## src/rtl/i2c_slave_regfile.sv

```systemverilog
// I2C slave with a small byte-wide register file and an auto-incrementing
// register pointer. SDA is only ever pulled low through sda_oe, and the
// block never drives SCL. All bus decisions are made on synchronised copies
// of SCL/SDA, so the system clock must be at least 16x the SCL rate.
module i2c_slave_regfile #(
    parameter logic [6:0] SLAVE_ADDR = 7'h50,
    parameter int         ADDR_W     = 2,
    parameter logic [7:0] RST_VAL    = 8'h00
) (
    input  logic                        clk,
    input  logic                        rst,
    input  logic                        scl_i,
    input  logic                        sda_i,
    output logic                        sda_oe,
    output logic [(2**ADDR_W)*8-1:0]    regs_o,
    output logic                        wr_stb,
    output logic [ADDR_W-1:0]           wr_idx,
    output logic                        busy
);

    localparam int NREGS = 2**ADDR_W;

    typedef enum logic [2:0] {
        S_IDLE, S_ADDR, S_ADDR_ACK, S_PTR, S_WR, S_WR_ACK, S_RD, S_RD_ACK
    } state_t;

    // Synchroniser and history flops for edge detection
    logic r_scl_s1, r_scl_s2, r_scl_h;
    logic r_sda_s1, r_sda_s2, r_sda_h;

    // Registered state
    state_t                       r_state;
    logic [2:0]                   r_bit_cnt;
    logic [7:0]                   r_shift;
    logic [ADDR_W-1:0]            r_ptr;
    logic [NREGS-1:0][7:0]        r_regs;
    logic                         r_sda_oe;
    logic                         r_busy;
    logic                         r_phase;   // ACK states: ACK driven; RD: bits being driven
    logic                         r_rw;
    logic                         r_wr_stb;
    logic [ADDR_W-1:0]            r_wr_idx;

    // Next-state values
    state_t                       w_state_nxt;
    logic [2:0]                   w_bit_cnt_nxt;
    logic [7:0]                   w_shift_nxt;
    logic [ADDR_W-1:0]            w_ptr_nxt;
    logic [NREGS-1:0][7:0]        w_regs_nxt;
    logic                         w_sda_oe_nxt;
    logic                         w_busy_nxt;
    logic                         w_phase_nxt;
    logic                         w_rw_nxt;
    logic                         w_wr_stb_nxt;
    logic [ADDR_W-1:0]            w_wr_idx_nxt;

    logic w_scl_rise, w_scl_fall, w_sda_rise, w_sda_fall;
    logic w_start, w_stop;
    logic [7:0] w_byte;

    // Two-flop synchronisers plus a history flop on both bus lines
    // NOTE: sequential state uses non-blocking assignments so every flop samples pre-edge values.
    always_ff @(posedge clk) begin
        if (rst) begin
            r_scl_s1 <= 1'b1; r_scl_s2 <= 1'b1; r_scl_h <= 1'b1;
            r_sda_s1 <= 1'b1; r_sda_s2 <= 1'b1; r_sda_h <= 1'b1;
        end else begin
            r_scl_s1 <= scl_i;    r_scl_s2 <= r_scl_s1; r_scl_h <= r_scl_s2;
            r_sda_s1 <= sda_i;    r_sda_s2 <= r_sda_s1; r_sda_h <= r_sda_s2;
        end
    end

    assign w_scl_rise = r_scl_s2 & ~r_scl_h;
    assign w_scl_fall = ~r_scl_s2 & r_scl_h;
    assign w_sda_rise = r_sda_s2 & ~r_sda_h;
    assign w_sda_fall = ~r_sda_s2 & r_sda_h;
    assign w_start    = w_sda_fall & r_scl_s2;
    assign w_stop     = w_sda_rise & r_scl_s2;
    assign w_byte     = {r_shift[6:0], r_sda_s2};

    // Next-state and datapath decode; START/STOP override any bit event
    // NOTE: every output of this block gets a default first, so no path can infer a latch.
    always_comb begin
        w_state_nxt   = r_state;
        w_bit_cnt_nxt = r_bit_cnt;
        w_shift_nxt   = r_shift;
        w_ptr_nxt     = r_ptr;
        w_regs_nxt    = r_regs;
        w_sda_oe_nxt  = r_sda_oe;
        w_busy_nxt    = r_busy;
        w_phase_nxt   = r_phase;
        w_rw_nxt      = r_rw;
        w_wr_stb_nxt  = 1'b0;
        w_wr_idx_nxt  = r_wr_idx;

        if (w_start) begin
            w_state_nxt   = S_ADDR;
            w_bit_cnt_nxt = 3'd7;
            w_sda_oe_nxt  = 1'b0;
            w_phase_nxt   = 1'b0;
        end else if (w_stop) begin
            w_state_nxt   = S_IDLE;
            w_sda_oe_nxt  = 1'b0;
            w_busy_nxt    = 1'b0;
            w_phase_nxt   = 1'b0;
        end else begin
            case (r_state)
                S_IDLE: ;
                S_ADDR: if (w_scl_rise) begin
                    w_shift_nxt = w_byte;
                    if (r_bit_cnt == 3'd0) begin
                        if (w_byte[7:1] == SLAVE_ADDR) begin
                            w_state_nxt = S_ADDR_ACK;
                            w_busy_nxt  = 1'b1;
                            w_rw_nxt    = w_byte[0];
                            w_phase_nxt = 1'b0;
                        end else begin
                            w_state_nxt  = S_IDLE;
                            w_busy_nxt   = 1'b0;
                            w_sda_oe_nxt = 1'b0;
                        end
                    end else begin
                        w_bit_cnt_nxt = r_bit_cnt - 3'd1;
                    end
                end
                S_ADDR_ACK: if (w_scl_fall) begin
                    if (!r_phase) begin
                        w_sda_oe_nxt = 1'b1;
                        w_phase_nxt  = 1'b1;
                    end else begin
                        w_bit_cnt_nxt = 3'd7;
                        if (r_rw) begin
                            // Read: MSB goes on the wire at the same fall that ends the ACK
                            w_state_nxt  = S_RD;
                            w_shift_nxt  = r_regs[r_ptr];
                            w_sda_oe_nxt = ~r_regs[r_ptr][7];
                            w_phase_nxt  = 1'b1;
                        end else begin
                            w_state_nxt  = S_PTR;
                            w_sda_oe_nxt = 1'b0;
                            w_phase_nxt  = 1'b0;
                        end
                    end
                end
                S_PTR: if (w_scl_rise) begin
                    w_shift_nxt = w_byte;
                    if (r_bit_cnt == 3'd0) begin
                        w_ptr_nxt   = w_byte[ADDR_W-1:0];
                        w_state_nxt = S_WR_ACK;
                        w_phase_nxt = 1'b0;
                    end else begin
                        w_bit_cnt_nxt = r_bit_cnt - 3'd1;
                    end
                end
                S_WR: if (w_scl_rise) begin
                    w_shift_nxt = w_byte;
                    if (r_bit_cnt == 3'd0) begin
                        w_regs_nxt[r_ptr] = w_byte;
                        w_wr_stb_nxt      = 1'b1;
                        w_wr_idx_nxt      = r_ptr;
                        w_ptr_nxt         = r_ptr + ADDR_W'(1);
                        w_state_nxt       = S_WR_ACK;
                        w_phase_nxt       = 1'b0;
                    end else begin
                        w_bit_cnt_nxt = r_bit_cnt - 3'd1;
                    end
                end
                S_WR_ACK: if (w_scl_fall) begin
                    if (!r_phase) begin
                        w_sda_oe_nxt = 1'b1;
                        w_phase_nxt  = 1'b1;
                    end else begin
                        w_sda_oe_nxt  = 1'b0;
                        w_phase_nxt   = 1'b0;
                        w_state_nxt   = S_WR;
                        w_bit_cnt_nxt = 3'd7;
                    end
                end
                S_RD: if (w_scl_fall) begin
                    if (!r_phase) begin
                        w_sda_oe_nxt = ~r_shift[7];
                        w_phase_nxt  = 1'b1;
                    end else if (r_bit_cnt == 3'd0) begin
                        w_sda_oe_nxt = 1'b0;
                        w_ptr_nxt    = r_ptr + ADDR_W'(1);
                        w_state_nxt  = S_RD_ACK;
                        w_phase_nxt  = 1'b0;
                    end else begin
                        w_shift_nxt   = {r_shift[6:0], 1'b0};
                        w_sda_oe_nxt  = ~r_shift[6];
                        w_bit_cnt_nxt = r_bit_cnt - 3'd1;
                    end
                end
                S_RD_ACK: if (w_scl_rise) begin
                    if (!r_sda_s2) begin
                        // Master ACK: next byte is driven from the following SCL fall
                        w_state_nxt   = S_RD;
                        w_shift_nxt   = r_regs[r_ptr];
                        w_bit_cnt_nxt = 3'd7;
                        w_phase_nxt   = 1'b0;
                    end else begin
                        w_state_nxt = S_IDLE;
                    end
                end
                default: w_state_nxt = S_IDLE;
            endcase
        end
    end

    // State register and datapath flops
    // NOTE: the register file is reset here because it is a handful of flops with a defined reset value, not a RAM.
    always_ff @(posedge clk) begin
        if (rst) begin
            r_state   <= S_IDLE;
            r_bit_cnt <= 3'd0;
            r_shift   <= 8'h00;
            r_ptr     <= '0;
            r_regs    <= {NREGS{RST_VAL}};
            r_sda_oe  <= 1'b0;
            r_busy    <= 1'b0;
            r_phase   <= 1'b0;
            r_rw      <= 1'b0;
            r_wr_stb  <= 1'b0;
            r_wr_idx  <= '0;
        end else begin
            r_state   <= w_state_nxt;
            r_bit_cnt <= w_bit_cnt_nxt;
            r_shift   <= w_shift_nxt;
            r_ptr     <= w_ptr_nxt;
            r_regs    <= w_regs_nxt;
            r_sda_oe  <= w_sda_oe_nxt;
            r_busy    <= w_busy_nxt;
            r_phase   <= w_phase_nxt;
            r_rw      <= w_rw_nxt;
            r_wr_stb  <= w_wr_stb_nxt;
            r_wr_idx  <= w_wr_idx_nxt;
        end
    end

    assign sda_oe = r_sda_oe;
    assign regs_o = r_regs;
    assign wr_stb = r_wr_stb;
    assign wr_idx = r_wr_idx;
    assign busy   = r_busy;

endmodule
```

## config.mk

```make
export PLATFORM = sky130hd
export DESIGN_NAME = i2c_slave_regfile
export DESIGN_NICKNAME = d
export VERILOG_FILES = /design/src/rtl/i2c_slave_regfile.sv
export SDC_FILE = /design/constraint.sdc
export NUM_CORES = 1
export LEC_CHECK = 0
export CAP_MARGIN = 10
export CORE_AREA = 2 2 118 120
export CTS_CLUSTER_DIAMETER = 80
export CTS_CLUSTER_SIZE = 14
export DETAILED_ROUTE_END_ITERATION = 10
export DIE_AREA = 0 0 120 122
export SETUP_SLACK_MARGIN = 0.1
export SYNTH_ARGS = -nofsm -noshare
export SYNTH_HDL_FRONTEND = slang
export SYNTH_SLANG_ARGS = --single-unit
```

## constraint.sdc

```tcl
create_clock -name clk -period 2 [get_ports clk]
set_input_delay 0.4 -clock clk [delete_from_list [all_inputs] [get_ports clk]]
set_output_delay 0.4 -clock clk [all_outputs]
set_load 0.01 [all_outputs]
```

### After elaboration in Yosys (flattened, before gate mapping)

Cells that the tools add are included.

* eq/ne operators: 49
* multiplexer cells: 83
* magnitude comparators: 2
* bitwise logic cells: 17
* add/sub/neg operators: 2
* reduce and logical (&&, ||, !) cells: 26

Operator list (count)
* $mux W8: 11
* $mux W3: 24
* $ne A4 B4 Y1 const B: 10
* $ne A2 B2 Y1 const B: 19
* $bwmux W32: 1
* $mux W1: 32
* $pmux W8 S4: 1
* $reduce_and A13 Y1: 2
* $pmux W3 S6: 1
* $bmux W8 S2: 1
* $demux W8 S2: 1
* $mux W2: 7
* $eq A3 B3 Y1 const B: 4
* $ne A3 B3 Y1 const B: 4
* $pmux W3 S4: 1
* $reduce_and A12 Y1: 1
* $not A1 Y1: 11
* $reduce_and A11 Y1: 1
* $ne A3 B1 Y1 const B: 3
* $reduce_and A9 Y1: 1
* $ne A4 B1 Y1 const B: 2
* $reduce_and A8 Y1: 1
* $reduce_bool A4 Y1: 2
* $reduce_bool A8 Y1: 1
* 25 further kinds: 37

* bits of input ports: 4
* output and inout bits: 37
* flip-flop bits (word level): 61
* logic and storage cells: 200

### Longest topological paths before layout

Gate-level depths: netlist of run 1.

* word-level depth: 7
* mapped depth: 9
* gate-level depth less buffers: 7

### Worst setup path after synthesis of run 1

OpenSTA, ideal clock, no wires.

* kind: register to register
* start: register r_state[0]
* end: register r_shift[1]
* clock period less this slack: 2075 ps
* library setup time: 123 ps
* path buffers: 1
* setup slack: -75 ps
* stages on the path, launching flop included: 9
* data arrival time: 1952 ps
* cell sequence: dfxtp_1 -> inv_1 -> ha_1 -> buf_2 -> nand2b_1 -> or3_1 -> a211oi_2 -> o21ai_2 -> mux2_1

* longest elaborated chain between the ends: 4

RTL lines
* start, declared: RTL line 32 `state_t r_state;`
* start signal, assigned: RTL line 226 `r_state <= w_state_nxt;`
* $eq A3 B3 Y1, or another cell as far along: RTL line 107 `case (r_state)`
* $reduce_or A3 Y1 (no source line)
* $ne A2 B1 Y1 (no source line) or $reduce_bool A4 Y1 (tied branches)
* $reduce_and A12 Y1 (no source line)
* end signal, assigned: RTL line 228 `r_shift <= w_shift_nxt;`
* end, declared: RTL line 34 `logic [7:0] r_shift;`

Several ways; a longest one is shown, not always the timed one.
A chain may end at the register's enable or synchronous reset.

### Final worst setup path of run 1

* start: register r_state[1]
* end: register r_shift[5]

Same word-level chain as after synthesis.

==> results of run 1 <==
## layout make-up
class | count | area (sq um) | share of cell area
clock inverters | 7 | 75.1 | 0.0146
multi-input cells | 304 | 2280 | 0.445
clock buffers | 9 | 225 | 0.0438
repair buffers | 113 | 1050 | 0.205
inverters | 10 | 45.0 | 0.00877
well taps | 180 | 225 | 0.0438
flip-flops and latches | 61 | 1230 | 0.239
## per-stage QoR
stage | worst slack, ns | setup TNS (ns) | total power, uW
4_1_cts | 0.0266 | 0 | 3850
2_1_floorplan | -0.0118 | -0.0592 | 1790
6_report | 0.0332 | 0 | 4010
3_5_place_dp | -0.226 | -2.80 | 2080
5_1_grt | -0.0478 | -0.259 | 4190
3_3_place_gp | -0.154 | -1.84 | 2090
## sequential cells by signal, summed over array words and instances, names as in the netlist
signal / count
busy: 1
r_bit_cnt: 3
r_phase: 1
r_ptr: 2
r_rw: 1
r_scl_h: 1
r_scl_s1: 1
r_scl_s2: 1
r_sda_h: 1
r_sda_s1: 1
r_sda_s2: 1
r_shift: 8
r_state: 3
regs_o: 32
sda_oe: 1
wr_idx: 2
wr_stb: 1
## logic make-up (layout without fill, tap and decap cells)
kind of cell | Yosys count | in the layout | synth area share
adders and majority gates | 11 | 11 | 0.0406
and+or+nand+nor | 167 | 167 | 0.247
DFF | 61 | 61 | 0.361
buffers and inverters | 39 | 139 | 0.0517
muxes | 28 | 28 | 0.115
xor gates and xnor gates | 1 | 1 | 0.00480
AOI/OAI and AO/OA | 97 | 97 | 0.180
## worst min path at each step
stage	cells after the start	endpoint	from
4_1_cts	1	r_sda_s2	r_sda_s1
2_1_floorplan	1	r_scl_s2	r_scl_s1
5_1_grt	1	r_sda_s2	r_sda_s1
3_3_place_gp	1	r_scl_s2	r_scl_s1
3_5_place_dp	1	r_scl_s2	r_scl_s1
6_report	1	r_sda_s2	r_sda_s1
## routing by layer
metal | global-route usage | routed length, um
met5 | 0 | 0
met4 | 0.0779 | 326
met3 | 0.0300 | 622
met2 | 0.257 | 5360
met1 | 0.198 | 4960
## cell usage in the layout, fill, tap and decap left out, types with 3 or more instances in the layout
master and instances:
mux2i_1 12, clkbuf_16 10, a21oi_1 45, and3_1 4, ha_1 6, o21ai_0 9
buf_12 4, ha_4 5, nand2_1 44, clkdlybuf4s50_1 39, mux2_2 3, nor2b_1 12
mux4_2 8, a221oi_2 3, dfxtp_1 58, nand3_1 35, buf_4 57, buf_6 11
inv_1 6, or2_2 9, clkinv_4 3, a31oi_1 5, mux2_1 3, nand2b_1 9
nand2_2 4, nor2_1 17, nor3_1 3, o211ai_1 4, nor3_2 3
## power groups by stage
| stage | combinational, uW | clock (uW) | sequential (uW) |
|---|---|---|---|
| after floorplan | 490 | 0 | 1300 |
| after global placement | 781 | 0 | 1310 |
| after detailed placement | 774 | 0 | 1310 |
| after CTS | 936 | 1620 | 1290 |
| after global routing | 1210 | 1670 | 1300 |
| final | 1130 | 1590 | 1300 |
## timing repair
action | CTS | global route
endpoints found under the setup margin | 50 | 53
pin swaps | 8 | 14
hold buffers | 0 | 0
gates resized for setup | 34 | 40
gates cloned | 0 | 1
buffers inserted | 11 | 7
==> reports/metrics.csv, run 1 <==
metric,value,unit
Critical R2R Capture,r_shift[5],
number of flops mapped to enable cells by yosys,0,
Iter 0 DRT Violations,202,
Die Y,122,um
total routed wirelength,11300,um
"Seq/Total Area, Yosys",0.361,
Arrival @ worst endpoint,2.18,ns
reg2reg path depth,8,
largest net degree at the start of global routing,53,
R2R Path Start,r_state[1],
main area contributors after synthesis,"dfxtp_1 (36%), a21oi_1 (6.9%), nand2_1 (5.5%), nand3_1 (5.3%), mux4_2 (5.3%)",
clock network power share,0.395,
drt wl/cell,16.5,um
Final Max Tran Viols,0,
Via Count,3455,
area fraction of the dominant cell type after synthesis,0.361,
placed inst area,4360,sq um
root buf cell,clkbuf_16,
Sw Share,0.298,
crit path capture,r_shift[5],
TritonCTS clock tree,done,
Buffers & Inverters on Critical Path,2,
Int Power,2820,uW
final hold violations,0,
P_sw,1200,uW
"Core Util, Final",0.380,
core area,13500,sq um
clock skew,0.00929,ns
post-detail-place hpwl,7620,um
Crit. Startpoint,r_state[1],
P per Cell Area,781,nW/um^2
fin cells,684,
Syn Inst Count,404,
Synth Net Count,419,
Inserted Diodes,0,
Setup crit end kind,flop,
final hold slack,0.403,ns
P&R area growth vs syn,51.7,%
most instantiated library cell after synthesis,dfxtp_1,
fmax,508,MHz
H-tree depth,3,
Die Width,120,um
DRC,0,
Crit Path Class,flop to flop,
Flop pwr share,0.323,
Setup crit start kind,flop,
total gr overflow,0,
DR pass1 iterations,5,
Total GRT Usage,0.157,
Seq cells post-synth,61,
Yosys warnings,0,
RD Place Congestion,0.914,
Peak VDD IR,0.390,mV
combinational share of power,0.282,
ys async rst share,0,
status,completed,
total CTS buffers,9,
initial antenna violation count,0,
Leak Pwr,0.00185,uW
Worst path slowest cell,dfxtp_4,
vias in the first global route,3449,
fin crit share,0.983,
IO Port Bufs,40,
critical-path cell list,"inv_6, ha_4, nand2b_4, or3_4, a211oi_2, o21ai_2, buf_6, mux2_1",
Final Net Count,514,
min Tclk post-route,1.97,ns
Die ar.,14600,sq um
Ports,41,
via/cell ratio,5.05,
Worst Tran Pin Value,0.550,ns
"Largest stage delay, worst path",0.40,ns
Initial Util,0.251,
CTS sink cnt,61,
Max clock buf depth,2,
Post-synth top flop,dfxtp_1,
first-pass GRT wire length,18100,um
worst min-delay path class,flop to flop,
Worst-path clk slew,0.06,ns
row cnt,43,
cell area after synthesis,3390,sq um
R2R setup slack,0.03,ns
Cells after DPL,649,
"Distinct cells, synth",56,
Post-Syn Area per Cell,8.38,sq um
Required @ worst endpoint,2.22,ns
RSZ-0062 raised after global routing,true,
slew margin rel.,0.633,
largest area contributor in the netlist,dfxtp_1,
Skew-Pair Late Insertion Delay,0.33,ns
# fillers,1338,
maxcap violations,0,
final non-filler cell area,5140,sq um
Crit path depth,8,
Worst path top cell family by delay,simple AND/OR/NAND/NOR gates,
CP Max Fanout,8,
Synth top cells by count,"dfxtp_1 (61), nand2_1 (50), a21oi_1 (47)",
fraction of final layout cells sized beyond drive strength 1,0.325,
final antenna-violating net count,0,
setup violators final,0,
Note: power is estimated with default switching activity, not from simulation.
==> run 2: changes to the inputs <==
CAP_MARGIN = unset   (was 10)
CTS_CLUSTER_DIAMETER = 150   (was 80)
SKIP_CTS_REPAIR_TIMING = 1   (was unset)
==> run 2 against run 1 <==
Against the previous run:
- final cell count shrank 0.44%
- via count about the same
- critical endpoint is now r_shift[1]
- largest cell class unchanged
- non-clock buffer count down 3
- the run now ends with negative setup slack left
==> reports/metrics.csv, run 2 (same netlist as run 1, synthesis figures left out) <==
metric,value,unit,change
row cnt,43,,unchanged
root buf cell,clkbuf_16,,
R2R setup slack,-0.03,ns,-0.06 ns
initial antenna violation count,0,,unchanged
Critical R2R Capture,r_shift[1],,
Hold Crit Depth,1,,unchanged
CP Max Fanout,8,,unchanged
Hold Crit Endpoint,r_sda_s2,,
Ports,41,,unchanged
Die Y,122,um,unchanged
DRC,0,,unchanged
maxcap violations,0,,unchanged
Post-Route Setup TNS,-0.138,ns,-0.138 ns
Final Net Count,511,,-0.58%
setup violators final,8,,+8
final antenna-violating net count,0,,unchanged
post-detail-place hpwl,7620,um,unchanged
Setup crit end kind,flop,,
via/cell ratio,5.08,,+0.53%
"commonest non-fill, non-tap cell in the layout",dfxtp_1,,
Cells after DPL,649,,unchanged
Required @ worst endpoint,2.22,ns,about the same
most frequent cells in the layout,"dfxtp_1 (59), buf_4 (54), a21oi_1 (45)",,
Inserted Diodes,0,,unchanged
fmax,493,MHz,-2.9%
TritonCTS clock tree,done,,
fin crit share,1.01,,+0.0298
DR pass1 iterations,5,,unchanged
largest net degree at the start of global routing,53,,unchanged
Max clock buf depth,2,,unchanged
drt wl/cell,16.7,um,+1.5%
Peak VDD IR,0.391,mV,+0.14%
min Tclk post-route,2.03,ns,+0.0596 ns
RD Place Congestion,0.914,,unchanged
first-pass GRT wire length,17400,um,-3.6%
Skew-Pair Late Insertion Delay,0.33,ns,about the same
vias in the first global route,3331,,-3.4%
worst min-delay path class,flop to flop,,
total gr overflow,0,,unchanged
Iter 0 DRT Violations,195,,-3.5%
IO Port Bufs,40,,unchanged
Setup crit start kind,flop,,
reg2reg path depth,8,,unchanged
Worst-path clk slew,0.06,ns,about the same
total routed wirelength,11400,um,+1.1%
Die ar.,14600,sq um,unchanged
Leak Pwr,0.00184,uW,-0.46%
Final WS setup,-0.0263,ns,-0.0596 ns
Crit Path Class,flop to flop,,
CTS sink cnt,61,,unchanged
status,"complete, but fails checks",,
RSZ-0062 raised after global routing,true,,
final hold slack,0.405,ns,+0.00191 ns
Worst Tran Pin Value,0.538,ns,-0.0123 ns
Initial Util,0.251,,unchanged
core area,13500,sq um,unchanged
slew margin rel.,0.641,,+0.00822
Via Count,3458,,+0.087%
Die Width,120,um,unchanged
fin cells,681,,-0.44%
P per Cell Area,781,nW/um^2,about the same
Arrival @ worst endpoint,2.24,ns,+0.06 ns
fraction of final layout cells sized beyond drive strength 1,0.323,,-0.00204
total CTS buffers,9,,unchanged
clock skew,0.0102,ns,+0.000878 ns
Final Max Tran Viols,0,,unchanged
R2R Path Start,r_state[1],,
final hold violations,0,,unchanged
Worst Hold Launch,r_sda_s1,,
P&R area growth vs syn,51.5,%,
H-tree depth,3,,unchanged
Total GRT Usage,0.152,,-0.00575
failing checks,negative setup slack,,
max FFs per register,32,,unchanged
Crit. Startpoint,r_state[1],,
## run 2: how the worst max path moves through the flow
stage | to | slack (ns) | cells after the start
2_1_floorplan | r_shift[1] | -0.01 | 8
3_3_place_gp | r_shift[4] | -0.15 | 7
3_5_place_dp | r_phase | -0.23 | 7
4_1_cts | r_shift[4] | -0.28 | 7
5_1_grt | r_shift[2] | -0.1 | 8
6_report | r_shift[1] | -0.03 | 8
## run 2: critical path, stage by stage, from the launching register on
cell,delay [ns]
dfxtp_4,0.39
inv_4,0.06
ha_4,0.16
nand2b_4,0.14
or3_4,0.39
a211oi_2,0.23
o21ai_2,0.08
buf_6,0.15
mux2_1,0.30
## run 2: per-layer routing
metal,up-vias,global-route usage,share of wire,routed length (um)
met5,-,0,0,0
met4,0,0.0743,0.034,386
met3,31,0.0286,0.053,600
met2,120,0.248,0.48,5480
met1,1668,0.192,0.43,4930
li1,1639,-,-,-
## run 2: through the flow
stage | total power [uW] | cell area (sq um) | utilization | setup WS, ns
after floorplan | 1790 | 3430 | - | -0.0118
after global placement | 2090 | 4360 | 0.323 | -0.154
after detailed placement | 2080 | 4360 | 0.323 | -0.226
after CTS | 3690 | 4660 | 0.345 | -0.277
after global routing | 4170 | 5130 | 0.380 | -0.0953
final | 4010 | 5130 | 0.380 | -0.0263
## run 2: cell type report
type | instances | area, sq um
well taps | 180 | 225
repair buffers | 110 | 1020
fillers | 1345 | 8370
multi-input cells | 304 | 2310
flip-flops and latches | 61 | 1230
clock inverters | 7 | 75.1
clock buffers | 9 | 225
inverters | 10 | 42.5
## run 2: power by group
| group | switching, uW | internal (uW) | leakage (uW) |
|---|---|---|---|
| clock | 619 | 971 | 0.000150 |
| combinational | 546 | 573 | 0.00120 |
| sequential | 45.2 | 1250 | 0.000494 |
==> run 3: changes to the inputs <==
CORE_AREA = 2 2 84 167   (was 2 2 118 120)
DIE_AREA = 0 0 86 169   (was 0 0 120 122)
==> run 3 against run 2 <==
Against the previous run:
- the run still ends with negative setup slack left
- non-clock buffer count rose by 3
- combinational power fell by 8%
- register-to-register slack barely moved
- worst hold slack improved by 0.0016 ns
- clock power rose by 8%
- clock skew fell by 0.0037 ns
- worst setup slack improved by 0.0042 ns
- core utilization rose by 0.49 points
- final area fell by 0.34%
- critical path depth did not move
- sequential share of layout area rose by 0.16 points
- first-iteration DRC count rose by 16%
- critical path type unchanged
==> reports/metrics.csv, run 3 (same netlist as run 1, synthesis figures left out) <==
metric,value,unit,change
"Core Util, Final",0.385,,+0.00487
Final Total Pwr,4050,uW,+1.0%
Peak VDD IR,0.532,mV,+36%
total CTS buffers,9,,unchanged
Critical R2R Capture,r_shift[6],,
failing checks,negative setup slack,,
setup violators final,5,,-3
slew margin rel.,0.677,,+0.0358
multi-input combinational cell area,2270,sq um,-1.5%
IO Port Bufs,40,,unchanged
core area,13300,sq um,-1.6%
Hold Crit Endpoint,r_scl_s2,,
Skew-Pair Late Insertion Delay,0.34,ns,about the same
root buf cell,clkbuf_16,,
Final WS setup,-0.0221,ns,+0.00420 ns
Worst Tran Pin Value,0.479,ns,-0.0587 ns
Via Count,3482,,+0.69%
Worst path slowest cell,dfxtp_4,,
critical-path cell list,"inv_4, ha_4, nand2b_4, or3_4, a211oi_2, o21ai_2, buf_12, mux2_4",,
Buffers & Inverters on Critical Path,2,,unchanged
R2R setup slack,-0.02,ns,about the same
status,"complete, but fails checks",,
largest net degree at the start of global routing,23,,-57%
Worst path top cell family by delay,simple AND/OR/NAND/NOR gates,,
TritonCTS clock tree,done,,
Die ar.,14500,sq um,-0.72%
P&R area growth vs syn,50.9,%,
CP Max Fanout,8,,unchanged
Iter 0 DRT Violations,227,,+16%
Die Y,169,um,+39%
Max clock buf depth,2,,unchanged
"commonest non-fill, non-tap cell in the layout",buf_4,,
Hold Crit Depth,1,,unchanged
Ports,41,,unchanged
initial antenna violation count,0,,unchanged
Worst Hold Launch,r_scl_s1,,
Worst-path clk slew,0.06,ns,about the same
clock skew,0.00642,ns,-0.00375 ns
DR pass1 iterations,4,,-1
via/cell ratio,5.28,,+4.1%
fmax,495,MHz,+0.21%
fraction of final layout cells sized beyond drive strength 1,0.333,,+0.00998
final hold violations,0,,unchanged
Inserted Diodes,0,,unchanged
"Largest stage delay, worst path",0.39,ns,about the same
RSZ-0062 raised after global routing,true,,
Leak Pwr,0.00185,uW,+0.30%
reg2reg path depth,8,,unchanged
Arrival @ worst endpoint,2.24,ns,about the same
Crit Path Class,flop to flop,,
maxcap violations,0,,unchanged
first-pass GRT wire length,17500,um,+0.48%
Setup crit start kind,flop,,
Setup crit end kind,flop,,
final antenna-violating net count,0,,unchanged
post-detail-place hpwl,7930,um,+4.1%
H-tree depth,3,,unchanged
P per Cell Area,792,nW/um^2,+1.4%
total gr overflow,0,,unchanged
drt wl/cell,17.1,um,+2.0%
Total GRT Usage,0.152,,about the same
Post-Route Setup TNS,-0.0789,ns,+0.0594 ns
fin crit share,1.01,,-0.00210
row cnt,60,,+40%
CTS sink cnt,61,,unchanged
# fillers,1304,,-3.0%
Final Max Tran Viols,0,,unchanged
FF/Latch Area,1230,sq um,+0.31%
Final Net Count,514,,+0.59%
Die Width,86,um,-28%
vias in the first global route,3350,,+0.57%
worst min-delay path class,flop to flop,,
max FFs per register,32,,unchanged
Required @ worst endpoint,2.22,ns,about the same
total routed wirelength,11300,um,-1.3%
DRC,0,,unchanged
R2R Path Start,r_state[0],,
min Tclk post-route,2.02,ns,-0.00420 ns
most frequent cells in the layout,"buf_4 (59), dfxtp_1 (56), nand2_1 (46)",,
RD Place Congestion,1.00,,+9.9%
Initial Util,0.255,,+0.00409
-- run 3: cell types whose count changed in the layout (fill, tap and decap cells not counted), moves of 3 or more --
cell / delta
a21oi_2: +4
mux2_4: +4
mux2_1: -5
nand2_1: +3
dfxtp_2: +3
dfxtp_1: -3
nor3_1: +3
buf_4: +5
nor3_2: -3
-- run 3: how the worst max path moves through the flow --
stage | cells after the start | startpoint | end | slack (ns)
final | 8 | r_state[0] | r_shift[6] | -0.02
after global routing | 8 | r_state[0] | r_ptr[0] | -0.08
after CTS | 7 | r_state[0] | r_phase | -0.20
after detailed placement | 7 | r_state[0] | r_phase | -0.17
after global placement | 7 | r_state[0] | r_phase | -0.13
after floorplan | 8 | r_state[0] | r_shift[1] | -0.01
-- run 3: metrics by stage --
| step | cell area [sq um] | instances | worst slack, ns | hold WS (ns) |
|---|---|---|---|---|
| 3_3_place_gp | 4380 | 631 | -0.132 | 0.396 |
| 5_1_grt | 5110 | 659 | -0.0809 | 0.429 |
| 4_1_cts | 4700 | 647 | -0.202 | 0.405 |
| 2_1_floorplan | 3430 | 404 | -0.0118 | 0.389 |
| 3_5_place_dp | 4380 | 631 | -0.168 | 0.393 |
| 6_report | 5110 | 659 | -0.0221 | 0.407 |
-- run 3: area by class of cell --
cell class / count / share of cell area
Multi-Input combinational cell: 304 / 0.445
Sequential cell: 61 / 0.241
Timing Repair Buffer: 113 / 0.204
Clock buffer: 10 / 0.0467
Tap cell: 155 / 0.0379
Clock inverter: 6 / 0.0169
Inverter: 10 / 0.00832
-- run 3: metal layers --
metal,vias up,track usage,part of all wire,wire (um)
met5,-,0,0,0
met4,0,0.0663,0.021,236
met3,18,0.0234,0.045,509
met2,126,0.246,0.50,5660
met1,1695,0.197,0.43,4850
li1,1643,-,-,-
-- run 3: power by group --
group	internal (uW)	leakage, uW	total [uW]	switching (uW)
registers	1260	0.000495	1300	43.4
clock network	1120	0.000158	1720	602
logic	533	0.00119	1030	494
total	2910	0.00185	4050	1140
